<file path="config.mk">
export PLATFORM = sky130hd
export DESIGN_NAME = m68k_bus_master
export DESIGN_NICKNAME = d
export VERILOG_FILES = /design/src/rtl/m68k_bus_pkg.sv /design/src/rtl/m68k_sync2.sv /design/src/rtl/m68k_bus_master.sv
export SDC_FILE = /design/constraint.sdc
export NUM_CORES = 1
export LEC_CHECK = 0
export CAP_MARGIN = 30
export CORE_ASPECT_RATIO = 1.5
export CORE_MARGIN = 1.5
export CORE_UTILIZATION = 62
export DETAILED_ROUTE_END_ITERATION = 10
export DONT_BUFFER_PORTS = 1
export GPL_TIMING_DRIVEN = 0
export PLACE_DENSITY = 0.78
export SLEW_MARGIN = 20
export SYNTH_ARGS = -nofsm -noshare
export SYNTH_HDL_FRONTEND = slang
export SYNTH_SLANG_ARGS = --single-unit
</file>
<file path="constraint.sdc">
create_clock -name CLK -period 1.95 [get_ports CLK]
set_clock_uncertainty 0.1 [all_clocks]
set_input_delay 0.0975 -clock CLK [delete_from_list [all_inputs] [get_ports CLK]]
set_output_delay 0.0975 -clock CLK [all_outputs]
set_load 0.05 [all_outputs]
</file>
<file path="src/rtl/m68k_bus_pkg.sv">
// m68k_bus_pkg: shared state encoding, byte-enable bit indices and default bus-error timeout.
package m68k_bus_pkg;
  typedef enum logic [2:0] {
    S_IDLE, S_SETUP, S_ASSERT, S_STROBE, S_WAIT, S_LATCH, S_RELEASE, S_HOLD
  } state_t;
  localparam int BE_UPPER = 1;
  localparam int BE_LOWER = 0;
  localparam int DEFAULT_TIMEOUT_CYCLES = 1024;
endpackage

</file>
<file path="src/rtl/m68k_sync2.sv">
// m68k_sync2: two-flop synchroniser for an asynchronous active-low input; resets to 1 (inactive).
module m68k_sync2 (
  input  logic clk,
  input  logic rst_n,
  input  logic d,
  output logic q
);
  logic meta;
  always_ff @(posedge clk or negedge rst_n)
    if (!rst_n) {q, meta} <= 2'b11;
    else        {q, meta} <= {meta, d};
endmodule

</file>
<file path="src/rtl/m68k_bus_master.sv">
// m68k_bus_master: single-outstanding 68000-style asynchronous bus master with registered strobes.
// Define M68K_BUS_MASTER_BERR_TIMEOUT_EN to enable the WAIT/HOLD bus-error timeouts.
module m68k_bus_master
  import m68k_bus_pkg::*;
#(
  parameter int TIMEOUT_CYCLES = DEFAULT_TIMEOUT_CYCLES,
  parameter int ADDR_SETUP     = 1
) (
  input  logic        CLK,
  input  logic        RST,
  input  logic        req_valid,
  output logic        req_ready,
  input  logic        req_rw,
  input  logic [22:0] req_addr,
  input  logic [1:0]  req_be,
  input  logic [15:0] req_wdata,
  output logic        rsp_valid,
  output logic [15:0] rsp_rdata,
  output logic        rsp_err,
  output logic [22:0] ADDR_OUT,
  output logic [15:0] DATA_OUT,
  output logic        DATA_OE,
  output logic        AS,
  output logic        UDS,
  output logic        LDS,
  output logic        RW,
  input  logic        DTACK,
  input  logic [15:0] DATA_IN
);
  if (TIMEOUT_CYCLES < 4 || TIMEOUT_CYCLES > 65535 || ADDR_SETUP < 1 || ADDR_SETUP > 3) begin : g_bad_param
    $error("m68k_bus_master: parameter out of range");
  end
  state_t      state, nxt;
  logic        dtack_s, err, err_nxt, rw_q, to_hit, as_on, ds_on;
  logic [1:0]  be_q, scnt;
  m68k_sync2 u_dtack_sync (.clk(CLK), .rst_n(RST), .d(DTACK), .q(dtack_s));
  assign req_ready = state == S_IDLE;
`ifdef M68K_BUS_MASTER_BERR_TIMEOUT_EN
  logic [15:0] tcnt;
  always_ff @(posedge CLK or negedge RST)
    if (!RST) tcnt <= '0;
    else      tcnt <= (nxt == state && (state == S_WAIT || state == S_HOLD)) ? tcnt + 16'd1 : '0;
  assign to_hit = tcnt == 16'(TIMEOUT_CYCLES - 1);
`else
  assign to_hit = 1'b0;
`endif
  always_comb begin
    nxt = state;
    err_nxt = err;
    unique case (state)
      S_IDLE:    if (req_valid) begin nxt = S_SETUP; err_nxt = 1'b0; end
      S_SETUP:   nxt = (scnt == 2'(ADDR_SETUP - 1)) ? S_ASSERT : S_SETUP;
      S_ASSERT:  nxt = S_STROBE;
      S_STROBE:  nxt = S_WAIT;
      S_WAIT:    if (!dtack_s) nxt = S_LATCH;
                 else if (to_hit) begin nxt = S_RELEASE; err_nxt = 1'b1; end
      S_LATCH:   nxt = S_RELEASE;
      S_RELEASE: nxt = S_HOLD;
      S_HOLD:    nxt = (dtack_s || err || to_hit) ? S_IDLE : S_HOLD;
      default:   nxt = S_IDLE;
    endcase
  end
  // Strobes are registered from the next state so the bus pins never glitch on decode.
  assign as_on = nxt inside {S_ASSERT, S_STROBE, S_WAIT, S_LATCH};
  assign ds_on = (nxt inside {S_STROBE, S_WAIT, S_LATCH}) || (nxt == S_ASSERT && rw_q);
  always_ff @(posedge CLK or negedge RST)
    if (!RST) begin
      state <= S_IDLE;
      err <= 1'b0;
      scnt <= 2'd0;
      rw_q <= 1'b1;
      be_q <= 2'b11;
      ADDR_OUT <= '0;
      DATA_OUT <= '0;
      DATA_OE <= 1'b0;
      RW <= 1'b1;
      AS <= 1'b1;
      UDS <= 1'b1;
      LDS <= 1'b1;
      rsp_valid <= 1'b0;
      rsp_err <= 1'b0;
      rsp_rdata <= '0;
    end else begin
      state <= nxt;
      err <= err_nxt;
      scnt <= (state == S_SETUP) ? scnt + 2'd1 : 2'd0;
      AS <= !as_on;
      UDS <= !(ds_on && be_q[BE_UPPER]);
      LDS <= !(ds_on && be_q[BE_LOWER]);
      rsp_valid <= nxt == S_RELEASE;
      rsp_err <= nxt == S_RELEASE && err_nxt;
      if (state == S_IDLE && req_valid) begin
        rw_q <= req_rw;
        be_q <= (req_be == 2'b00) ? 2'b11 : req_be;
        ADDR_OUT <= req_addr;
        DATA_OUT <= req_wdata;
        DATA_OE <= !req_rw;
        RW <= req_rw;
      end else if (state == S_RELEASE) begin
        DATA_OE <= 1'b0;
        RW <= 1'b1;
      end
      if (state == S_LATCH && rw_q) rsp_rdata <= DATA_IN;
    end
endmodule

</file>
Word-level counts from Yosys, hierarchy flattened

Index checks and enable logic that the tools add are counted.
W data, S select, Z words.

Register bits: 73
Input port bits: 62
Word-level logic and storage cells: 61
Output and inout bits: 63

Muxes and demuxes: 13
Reduce and logical (&&, ||, !) cells: 18
Equality and inequality tests: 12
$add $sub $neg: 1

Operator list:

| cell                  | number |
|---|---|
| $pmux W3 S8           | 1 |
| $eq A3 B3 Y1 const B  | 7 |
| $eq A3 B2 Y1 const B  | 4 |
| $mux W3               | 3 |
| $logic_and A1 B1 Y1   | 6 |
| $mux W1               | 6 |
| $mux W2               | 3 |
| $logic_not A1 Y1      | 4 |
| $logic_not A2 Y1      | 2 |
| $reduce_bool A4 Y1    | 1 |
| $eq A3 B1 Y1 const B  | 1 |
| $logic_not A3 Y1      | 1 |
| $reduce_bool A3 Y1    | 1 |
| $add A2 B1 Y2 const B | 1 |
| $logic_or A1 B1 Y1    | 2 |
| $reduce_bool A2 Y1    | 1 |

Longest topological paths before layout

Gate-level depths: netlist of run 1.

Word-level depth: 8
Mapped depth: 5
Depth with buffers taken out: 5

Cells and area by module

A second synthesis of run 1 with hierarchy kept.

Cell total of the unflattened synthesis: 183
Area total of the unflattened synthesis: 2,850.2 um^2

By module, submodules not included:

| module          | seq. area each (um^2) | instances | area an instance (um^2) | cells an instance |
|---|---|---|---|---|
| m68k_bus_master | 1,785.5               | 1         | 2,797.7                 | 181 |
| m68k_sync2      | 52.6                  | 1         | 52.6                    | 2 |

Least setup slack after synthesis of run 1

Ideal clock, no wire load.

Path kind: register to output
From: register state[1]
To: output port req_ready
Data required time: 1.752 ns
Cell stages (with the launch flop): 3
Arrival: 1.697 ns
Path slack: 0.055 ns
Path buffers: 1
Path through: dfrtp_1 clkbuf_1 nor3_1

Cells in the longest elaborated chain, start to end: 1

Ends and longest elaborated chain:

| item                   | line                  | text |
|---|---|---|
| from (decl)            | m68k_bus_master.sv:33 | `state_t state, nxt;` |
| from (signal assigned) | m68k_bus_master.sv:84 | `state <= nxt;` |
| $logic_not A3 Y1       | m68k_bus_master.sv:37 | `assign req_ready = state == S_IDLE;` |
| to (decl)              | m68k_bus_master.sv:12 | `output logic req_ready,` |

No other way between the ends.

Worst setup path after layout of run 1

Ends and elaborated chain as after synthesis.

==> run_summary.xml, run 1 <==
<?xml version="1.0" encoding="UTF-8"?>
<metrics>
  <group name="synthesis">
    <metric name="ys_warn_count" unit="">0</metric>
    <metric name="yosys.area.top_type" unit="">sky130_fd_sc_hd__dfrtp_1</metric>
    <metric name="synth_cells" unit="">183</metric>
    <metric name="synth.avg_cell_area" unit="sq um">15.6</metric>
    <metric name="synthFlopType" unit="">sky130_fd_sc_hd__dfrtp_1</metric>
    <metric name="ys_async_sr_fraction" unit="%">100</metric>
    <metric name="synth.ff_latch_count" unit="">73</metric>
    <metric name="synth.area.top_cells" unit="">sky130_fd_sc_hd__dfrtp_1, sky130_fd_sc_hd__mux2_2, sky130_fd_sc_hd__dfstp_2</metric>
    <metric name="mappedNetlistNets" unit="">246</metric>
    <metric name="synth_compound_gate_area_share" unit="%">3.42</metric>
    <metric name="synth.mux.area_fraction" unit="%">23.4</metric>
    <metric name="post_synth_and_or_nand_nor_area_fraction" unit="%">4.78</metric>
    <metric name="synth_xor_xnor_area_share" unit="%">0</metric>
    <metric name="synth_top_cell_area_share" unit="%">56.2</metric>
    <metric name="yosys.cell_types.count" unit="">31</metric>
    <metric name="synthesis.area" unit="sq um">2850</metric>
    <metric name="synthAdderAreaFrac" unit="%">0.439</metric>
    <metric name="synth_sequential_area_ratio" unit="%">64.5</metric>
    <metric name="combinational_family_with_the_most_area_after_synthesis" unit="">multiplexers</metric>
    <metric name="synth_enable_flop_cells" unit="">0</metric>
  </group>
  <group name="min_path">
    <metric name="hold_class" unit="">primary input to register</metric>
    <metric name="timing.hold.worst.start" unit="">req_valid</metric>
  </group>
  <group name="setup_path">
    <metric name="worst-setup-path-type" unit="">register to output pin</metric>
    <metric name="crit_fanout" unit="">10</metric>
    <metric name="critical_path_source" unit="">state[1]$_DFF_PN0_</metric>
    <metric name="ff2ff_setup_slack" unit="ns">0.23</metric>
    <metric name="timing.critical_path.to_type" unit="">output pin</metric>
    <metric name="r2r-start" unit="">state[1]$_DFF_PN0_</metric>
    <metric name="worst-endpoint-required" unit="ns">1.75</metric>
    <metric name="critPathLaunchType" unit="">register</metric>
    <metric name="cp.arrival" unit="ns">1.57</metric>
  </group>
  <group name="timing">
    <metric name="min_period" unit="ns">1.77</metric>
    <metric name="hold_slack" unit="ns">0.0687</metric>
    <metric name="max_slew_headroom_at_the_worst_pin" unit="%">63.4</metric>
    <metric name="clock.fmax" unit="MHz">564</metric>
    <metric name="tightestPinTransition" unit="ns">0.547</metric>
    <metric name="grt_setup_unrepaired" unit="">false</metric>
    <metric name="number_of_failing_setup_endpoints_in_the_final_timing_report" unit="">0</metric>
    <metric name="final-max-slew-violation-count" unit="">0</metric>
    <metric name="count_of_final_hold_check_violations" unit="">0</metric>
    <metric name="final_cycle_utilization_of_the_critical_path" unit="%">90.9</metric>
  </group>
  <group name="placement">
    <metric name="globalplace.congestion" unit="">0.902</metric>
    <metric name="post-dp-hpwl" unit="microns">3680</metric>
    <metric name="io_buffers" unit="">0</metric>
  </group>
  <group name="detailed_routing">
    <metric name="drt_pass1_iterations" unit="">5</metric>
    <metric name="total_wire_length" unit="microns">6310</metric>
    <metric name="violation_count_after_the_first_detailed_route_iteration" unit="">68</metric>
    <metric name="ant_nets" unit="">0</metric>
    <metric name="dr_total_vias" unit="">1794</metric>
    <metric name="drc" unit="">0</metric>
    <metric name="detail_route.wl_per_cell" unit="microns">20.4</metric>
    <metric name="post_dr_vias_cell" unit="">5.81</metric>
  </group>
  <group name="clocking">
    <metric name="cts-root-buf" unit="">sky130_fd_sc_hd__clkbuf_8</metric>
    <metric name="cts_tree" unit="">built</metric>
    <metric name="clock_latency_late_sink" unit="ns">0.33</metric>
    <metric name="cts-root-to-sink-buffers" unit="">2</metric>
    <metric name="clk_pin_slew_worst_setup_hold_paths" unit="ns">0.07</metric>
    <metric name="cts.sinks" unit="">73</metric>
    <metric name="cts_inserted_buffers" unit="">9</metric>
    <metric name="htree_num_levels" unit="">3</metric>
  </group>
  <group name="die">
    <metric name="ios" unit="">125</metric>
    <metric name="fp.dieArea" unit="sq um">5020</metric>
    <metric name="die_width" unit="microns">58.4</metric>
    <metric name="chipHeight" unit="microns">86.0</metric>
    <metric name="core.rowCount" unit="">30</metric>
    <metric name="start_util" unit="%">63.8</metric>
    <metric name="placeableCoreArea" unit="sq um">4470</metric>
  </group>
  <group name="final_layout">
    <metric name="drive_above_1_share" unit="%">31.8</metric>
    <metric name="multi_input_area" unit="sq um">926</metric>
    <metric name="finish.net_count" unit="">319</metric>
    <metric name="layout.area.seq" unit="sq um">1840</metric>
    <metric name="n_antenna_cell" unit="">0</metric>
    <metric name="layout_commonest_cell" unit="">sky130_fd_sc_hd__dfrtp_1</metric>
    <metric name="layout-area-overhead-vs-synth" unit="%">33.1</metric>
    <metric name="fillerInstances" unit="">206</metric>
    <metric name="layout_common_cells" unit="">sky130_fd_sc_hd__dfrtp_1, sky130_fd_sc_hd__dlygate4sd3_1, sky130_fd_sc_hd__mux2_2</metric>
  </group>
  <group name="run_status">
    <metric name="outcome" unit="">completed</metric>
  </group>
  <group name="global_routing">
    <metric name="met2_usage" unit="%">47.2</metric>
    <metric name="first_global_vias" unit="">1940</metric>
    <metric name="grtUsageTotal" unit="%">26.8</metric>
    <metric name="busiest_layer" unit="">met2</metric>
    <metric name="grtUsageMet1" unit="%">29.9</metric>
    <metric name="grt_antenna_before_repair" unit="">0</metric>
    <metric name="gr-usage-met3" unit="%">7.39</metric>
    <metric name="grt.overflow.total" unit="">0</metric>
    <metric name="grt_pass1_wl" unit="microns">9720</metric>
    <metric name="grt_max_degree" unit="">74</metric>
  </group>
  <group name="flow_run">
    <metric name="maxCapViolCount" unit="">0</metric>
  </group>
</metrics>
[registers in the layout, summed over array words and instances, names as in the netlist]
signal             cells
ADDR_OUT              23
DATA_OUT              16
rsp_rdata             16
state                  3
be_q                   2
scnt                   2
AS                     1
DATA_OE                1
LDS                    1
RW                     1
UDS                    1
err                    1
rsp_err                1
rsp_valid              1
rw_q                   1
u_dtack_sync.meta      1
u_dtack_sync.q         1
[worst max-delay path, stage by stage, from the launching register on]
cell and delay [ns]:
sky130_fd_sc_hd__dfrtp_1 0.44, sky130_fd_sc_hd__clkbuf_1 0.26, sky130_fd_sc_hd__nor3_4 0.55
[cell type report]
| cell class | count | area share (%) |
|---|---|---|
| plain buffers | 9 | 1.98 |
| clock buffers | 11 | 3.46 |
| clock inverters | 5 | 2.74 |
| inverters | 6 | 0.593 |
| multi-input cells | 95 | 24.4 |
| flip-flops and latches | 73 | 48.4 |
| well taps | 48 | 1.58 |
| repair buffers | 62 | 16.8 |
[path summary, 6_finish.rpt]
| path | endpoint | depth (start not counted) |
|---|---|---|
| max in group asynchronous | AS$_DFF_PN1_ | 2 |
| worst min register to register | u_dtack_sync.q$_DFF_PN1_ | 0 |
| worst max-delay path | req_ready | 2 |
| min in group asynchronous | DATA_OUT[9]$_DFFE_PN0P_ | 2 |
| worst max register to register | ADDR_OUT[0]$_DFFE_PN0P_ | 4 |
| worst min-delay path | DATA_OE$_DFFE_PN0P_ | 3 |
[through the flow]
| stage | cell area [sq um] | setup TNS [ns] | instances | setup slack, ns | utilization [%] |
|---|---|---|---|---|---|
| 2_1_floorplan | 2850 | 0 | 183 | 0.0551 | - |
| 3_3_place_gp | 2910 | -0.0741 | 231 | -0.0741 | 65.2 |
| 3_5_place_dp | 2920 | 0 | 231 | 0.265 | 65.3 |
| 4_1_cts | 3790 | 0 | 309 | 0.181 | 85.0 |
| 5_1_grt | 3790 | 0 | 309 | 0.107 | 85.0 |
| 6_report | 3790 | 0 | 309 | 0.178 | 85.0 |
[per-layer routing]
| layer | wire [microns] | vias up |
|---|---|---|
| li1 | - | 784 |
| met5 | 0 | - |
| met3 | 496 | 8 |
| met2 | 3490 | 105 |
| met1 | 2250 | 897 |
| met4 | 72 | 0 |
[cell families (layout without fill, tap and decap cells)]
family | after synthesis | count (layout)
DFF | 73 | 73
muxes | 56 | 56
and+or+nand+nor | 22 | 22
AOI/OAI and AO/OA | 16 | 16
buffers and inverters | 15 | 93
adders and majority gates | 1 | 1
[repair_timing]
item	4_1_cts	5_1_grt
buffers inserted	0	0
resized for setup	1	0
hold buffers	62	0
setup endpoints to repair	1	0
hold endpoints to repair	135	0
[cells in the mapped netlist, types with 2 or more instances]
| master | n |
|---|---|
| sky130_fd_sc_hd__mux2_2 | 39 |
| sky130_fd_sc_hd__inv_1 | 6 |
| sky130_fd_sc_hd__buf_6 | 5 |
| sky130_fd_sc_hd__nand2_1 | 4 |
| sky130_fd_sc_hd__dfstp_2 | 9 |
| sky130_fd_sc_hd__o21ai_0 | 7 |
| sky130_fd_sc_hd__mux2_4 | 10 |
| sky130_fd_sc_hd__mux2_1 | 7 |
| sky130_fd_sc_hd__nand3_1 | 3 |
| sky130_fd_sc_hd__dfrtp_1 | 64 |
| sky130_fd_sc_hd__nor2b_1 | 2 |
| sky130_fd_sc_hd__nor2_1 | 3 |
| sky130_fd_sc_hd__a21oi_1 | 3 |
| sky130_fd_sc_hd__clkbuf_1 | 3 |
| sky130_fd_sc_hd__a31oi_1 | 2 |
Power of run 1 is left out: the tool's default activity adds up to more than one toggle a clock period on the data nets, which glitch-free logic cannot reach.
==> run 2: changes to the inputs <==
Settings changed: ABC_AREA set to 1.
==> run 2 against run 1 <==
Net effect:
- register-to-register slack about the same
- cell count grew 40%
- hold slack gained 0.13 ns
- setup slack gained 0.054 ns
- synthesized area grew 0.35%
- flip-flop and latch count is the same
- critical path depth increased by 6
- critical endpoint is now DATA_OUT[1]$_DFFE_PN0P_
- largest cell class unchanged
- highest routed layer unchanged
==> run_summary.xml, run 2 <==
<?xml version="1.0" encoding="UTF-8"?>
<metrics>
  <group name="detailed_routing">
    <metric name="ant_nets" unit="">0</metric>
    <metric name="detail_route.wl_per_cell" unit="microns">15.5</metric>
    <metric name="post_dr_vias_cell" unit="">5.26</metric>
    <metric name="drt_pass1_iterations" unit="">4</metric>
    <metric name="total_wire_length" unit="microns">6740</metric>
    <metric name="dr_total_vias" unit="">2285</metric>
    <metric name="violation_count_after_the_first_detailed_route_iteration" unit="">125</metric>
    <metric name="drc" unit="">0</metric>
  </group>
  <group name="synthesis">
    <metric name="synth.area.top_cells" unit="">sky130_fd_sc_hd__dfrtp_1, sky130_fd_sc_hd__nand2_1, sky130_fd_sc_hd__dfstp_2</metric>
    <metric name="synth.most_common_cell" unit="">sky130_fd_sc_hd__nand2_1</metric>
    <metric name="synthFlopType" unit="">sky130_fd_sc_hd__dfrtp_1</metric>
    <metric name="synthesis.area" unit="sq um">2860</metric>
    <metric name="synth_sequential_area_ratio" unit="%">64.3</metric>
    <metric name="synth.ff_latch_count" unit="">73</metric>
    <metric name="synth.top_cells.by_count" unit="">sky130_fd_sc_hd__nand2_1, sky130_fd_sc_hd__dfrtp_1, sky130_fd_sc_hd__nand3_1</metric>
    <metric name="synth_enable_flop_cells" unit="">0</metric>
    <metric name="yosys.area.top_type" unit="">sky130_fd_sc_hd__dfrtp_1</metric>
    <metric name="yosys.cell_types.count" unit="">24</metric>
    <metric name="mappedNetlistNets" unit="">371</metric>
    <metric name="synth_cells" unit="">308</metric>
    <metric name="ys_async_sr_fraction" unit="%">100</metric>
    <metric name="synth.avg_cell_area" unit="sq um">9.29</metric>
    <metric name="synth_top_cell_area_share" unit="%">56.0</metric>
    <metric name="ys_warn_count" unit="">0</metric>
  </group>
  <group name="clocking">
    <metric name="cts_tree" unit="">built</metric>
    <metric name="cts-root-to-sink-buffers" unit="">2</metric>
    <metric name="clk_pin_slew_worst_setup_hold_paths" unit="ns">0.08</metric>
    <metric name="cts-root-buf" unit="">sky130_fd_sc_hd__clkbuf_8</metric>
    <metric name="cts_inserted_buffers" unit="">9</metric>
    <metric name="cts.sinks" unit="">73</metric>
    <metric name="clock_latency_late_sink" unit="ns">0.33</metric>
    <metric name="htree_num_levels" unit="">3</metric>
    <metric name="post-cts-setup-buffer-count" unit="">0</metric>
  </group>
  <group name="final_layout">
    <metric name="finish.net_count" unit="">444</metric>
    <metric name="layout_common_cells" unit="">sky130_fd_sc_hd__nand2_1, sky130_fd_sc_hd__dfrtp_1, sky130_fd_sc_hd__dlygate4sd3_1</metric>
    <metric name="drive_above_1_share" unit="%">12.4</metric>
    <metric name="layout_commonest_cell" unit="">sky130_fd_sc_hd__nand2_1</metric>
    <metric name="largest_registers" unit="">ADDR_OUT: 23 flops, DATA_OUT: 16 flops, rsp_rdata: 16 flops</metric>
    <metric name="n_antenna_cell" unit="">0</metric>
    <metric name="max_flop_register" unit="">ADDR_OUT</metric>
    <metric name="layout.core_utilization" unit="%">84.1</metric>
    <metric name="largest_register_ff_count" unit="">23</metric>
    <metric name="finalNonFillerCells" unit="">434</metric>
    <metric name="layout-area-overhead-vs-synth" unit="%">31.3</metric>
    <metric name="finish.instance_area" unit="sq um">3750</metric>
    <metric name="fillerInstances" unit="">243</metric>
  </group>
  <group name="timing">
    <metric name="clock.fmax" unit="MHz">582</metric>
    <metric name="final-max-slew-violation-count" unit="">0</metric>
    <metric name="final_cycle_utilization_of_the_critical_path" unit="%">88.1</metric>
    <metric name="timing.setup.tns" unit="ns">0</metric>
    <metric name="min_period" unit="ns">1.72</metric>
    <metric name="max_slew_headroom_at_the_worst_pin" unit="%">66.1</metric>
    <metric name="count_of_final_hold_check_violations" unit="">0</metric>
    <metric name="number_of_failing_setup_endpoints_in_the_final_timing_report" unit="">0</metric>
    <metric name="tightestPinTransition" unit="ns">0.508</metric>
    <metric name="grt_setup_unrepaired" unit="">false</metric>
  </group>
  <group name="setup_path">
    <metric name="timing.reg2reg.worst_path_depth" unit="">8</metric>
    <metric name="cp.arrival" unit="ns">1.89</metric>
    <metric name="critPathLaunchType" unit="">register</metric>
    <metric name="ff2ff_setup_slack" unit="ns">0.23</metric>
    <metric name="r2r-start" unit="">state[1]$_DFF_PN0_</metric>
    <metric name="timing.critical_path.to_type" unit="">register</metric>
    <metric name="timing.rr.end" unit="">DATA_OUT[1]$_DFFE_PN0P_</metric>
    <metric name="worst-setup-path-type" unit="">register to register</metric>
    <metric name="worst-endpoint-required" unit="ns">2.12</metric>
    <metric name="crit_fanout" unit="">10</metric>
  </group>
  <group name="placement">
    <metric name="placed_area" unit="sq um">2920</metric>
    <metric name="io_buffers" unit="">0</metric>
    <metric name="post-dp-hpwl" unit="microns">3680</metric>
    <metric name="number_of_cells_after_detailed_placement" unit="">356</metric>
    <metric name="globalplace.congestion" unit="">0.786</metric>
  </group>
  <group name="run_status">
    <metric name="outcome" unit="">completed</metric>
  </group>
  <group name="power">
    <metric name="pnr_total_power" unit="mW">7.36</metric>
    <metric name="ir_drop" unit="mV">1.13</metric>
    <metric name="power_leakage" unit="nW">1.96</metric>
    <metric name="p_per_area" unit="nW/um^2">1960</metric>
  </group>
  <group name="global_routing">
    <metric name="grt_antenna_before_repair" unit="">0</metric>
    <metric name="grt_max_degree" unit="">74</metric>
    <metric name="first_global_vias" unit="">2354</metric>
    <metric name="grtUsageTotal" unit="%">27.8</metric>
    <metric name="grt.overflow.total" unit="">0</metric>
    <metric name="grt_pass1_wl" unit="microns">10400</metric>
  </group>
  <group name="min_path">
    <metric name="hold_class" unit="">primary input to async pin</metric>
  </group>
  <group name="die">
    <metric name="core.rowCount" unit="">30</metric>
    <metric name="placeableCoreArea" unit="sq um">4470</metric>
    <metric name="die_width" unit="microns">58.5</metric>
    <metric name="fp.dieArea" unit="sq um">5040</metric>
    <metric name="ios" unit="">125</metric>
    <metric name="start_util" unit="%">64.0</metric>
    <metric name="chipHeight" unit="microns">86.2</metric>
  </group>
  <group name="flow_run">
    <metric name="maxCapViolCount" unit="">0</metric>
  </group>
</metrics>
==> run 2: cell types whose count changed after synthesis, sizes merged, moves of 5 or more <==
cell / change
buf: +6
inv: +9
mux2: -56
nand2: +157
nand3: +17
nor2: +9
o21ai: -5
==> run 2: cells by family after synthesis <==
group	Yosys count	share of synthesized area (%)
buf+inv	28	5.69
simple gates	196	27.4
flops	73	64.3
fa+ha+maj	1	0.437
compound gates	10	2.23
==> run 2: layer usage <==
| metal | GRT usage, % | up-vias | wire length, microns |
|---|---|---|---|
| li1 | - | 1089 | - |
| met5 | 0 | - | 0 |
| met4 | 12.3 | 0 | 156 |
| met2 | 49.6 | 109 | 3620 |
| met3 | 7.16 | 14 | 488 |
| met1 | 30.2 | 1073 | 2470 |
==> run 2: worst max-delay path by stage <==
stage / start / end / slack [ns]
3_3_place_gp: state[1]$_DFF_PN0_ / ADDR_OUT[5]$_DFFE_PN0P_ / 0.32
3_5_place_dp: state[1]$_DFF_PN0_ / ADDR_OUT[5]$_DFFE_PN0P_ / 0.28
5_1_grt: state[1]$_DFF_PN0_ / DATA_OUT[1]$_DFFE_PN0P_ / 0.1
4_1_cts: state[1]$_DFF_PN0_ / ADDR_OUT[5]$_DFFE_PN0P_ / 0.26
6_report: state[1]$_DFF_PN0_ / DATA_OUT[1]$_DFFE_PN0P_ / 0.23
2_1_floorplan: state[1]$_DFF_PN0_ / DATA_OE$_DFFE_PN0P_ / 0.43
==> run 2: what timing repair did <==
action / CTS / global route
resized for setup: 0 / 0
hold endpoints to repair: 134 / 0
hold buffers: 62 / 0
==> run 2: final cells by class <==
type | instances | area [sq um] | area share, %
clock buffer | 11 | 141 | 3.77
tap | 48 | 60.1 | 1.60
inverter | 15 | 58.8 | 1.57
buffer | 13 | 104 | 2.77
timing repair buffer | 62 | 638 | 17.0
sequential | 73 | 1840 | 49.0
multi-input combinational | 207 | 860 | 22.9
clock inverter | 5 | 55.1 | 1.47
==> run 2: worst max-delay path: stages, from the launching register on <==
cell	delay (ns)
sky130_fd_sc_hd__dfrtp_1	0.46
sky130_fd_sc_hd__nor2_1	0.16
sky130_fd_sc_hd__nand2_1	0.08
sky130_fd_sc_hd__inv_2	0.23
sky130_fd_sc_hd__nand2_2	0.11
sky130_fd_sc_hd__inv_2	0.13
sky130_fd_sc_hd__buf_2	0.23
sky130_fd_sc_hd__nand2_1	0.09
sky130_fd_sc_hd__nand2_1	0.07
==> run 2: power breakdown <==
| part | switching [mW] | internal (mW) |
|---|---|---|
| registers | 2.52 | 2.19 |
| clock network | 0.529 | 0.622 |
| logic | 0.917 | 0.587 |
==> run 2: through the flow <==
step           worst slack, ns  hold WS [ns]
6_report                 0.232         0.198
5_1_grt                 0.0966         0.210
4_1_cts                  0.262         0.205
3_5_place_dp             0.279        -0.297
3_3_place_gp             0.325        -0.297
2_1_floorplan            0.433        -0.298
Power figures use the tool's default switching activity.
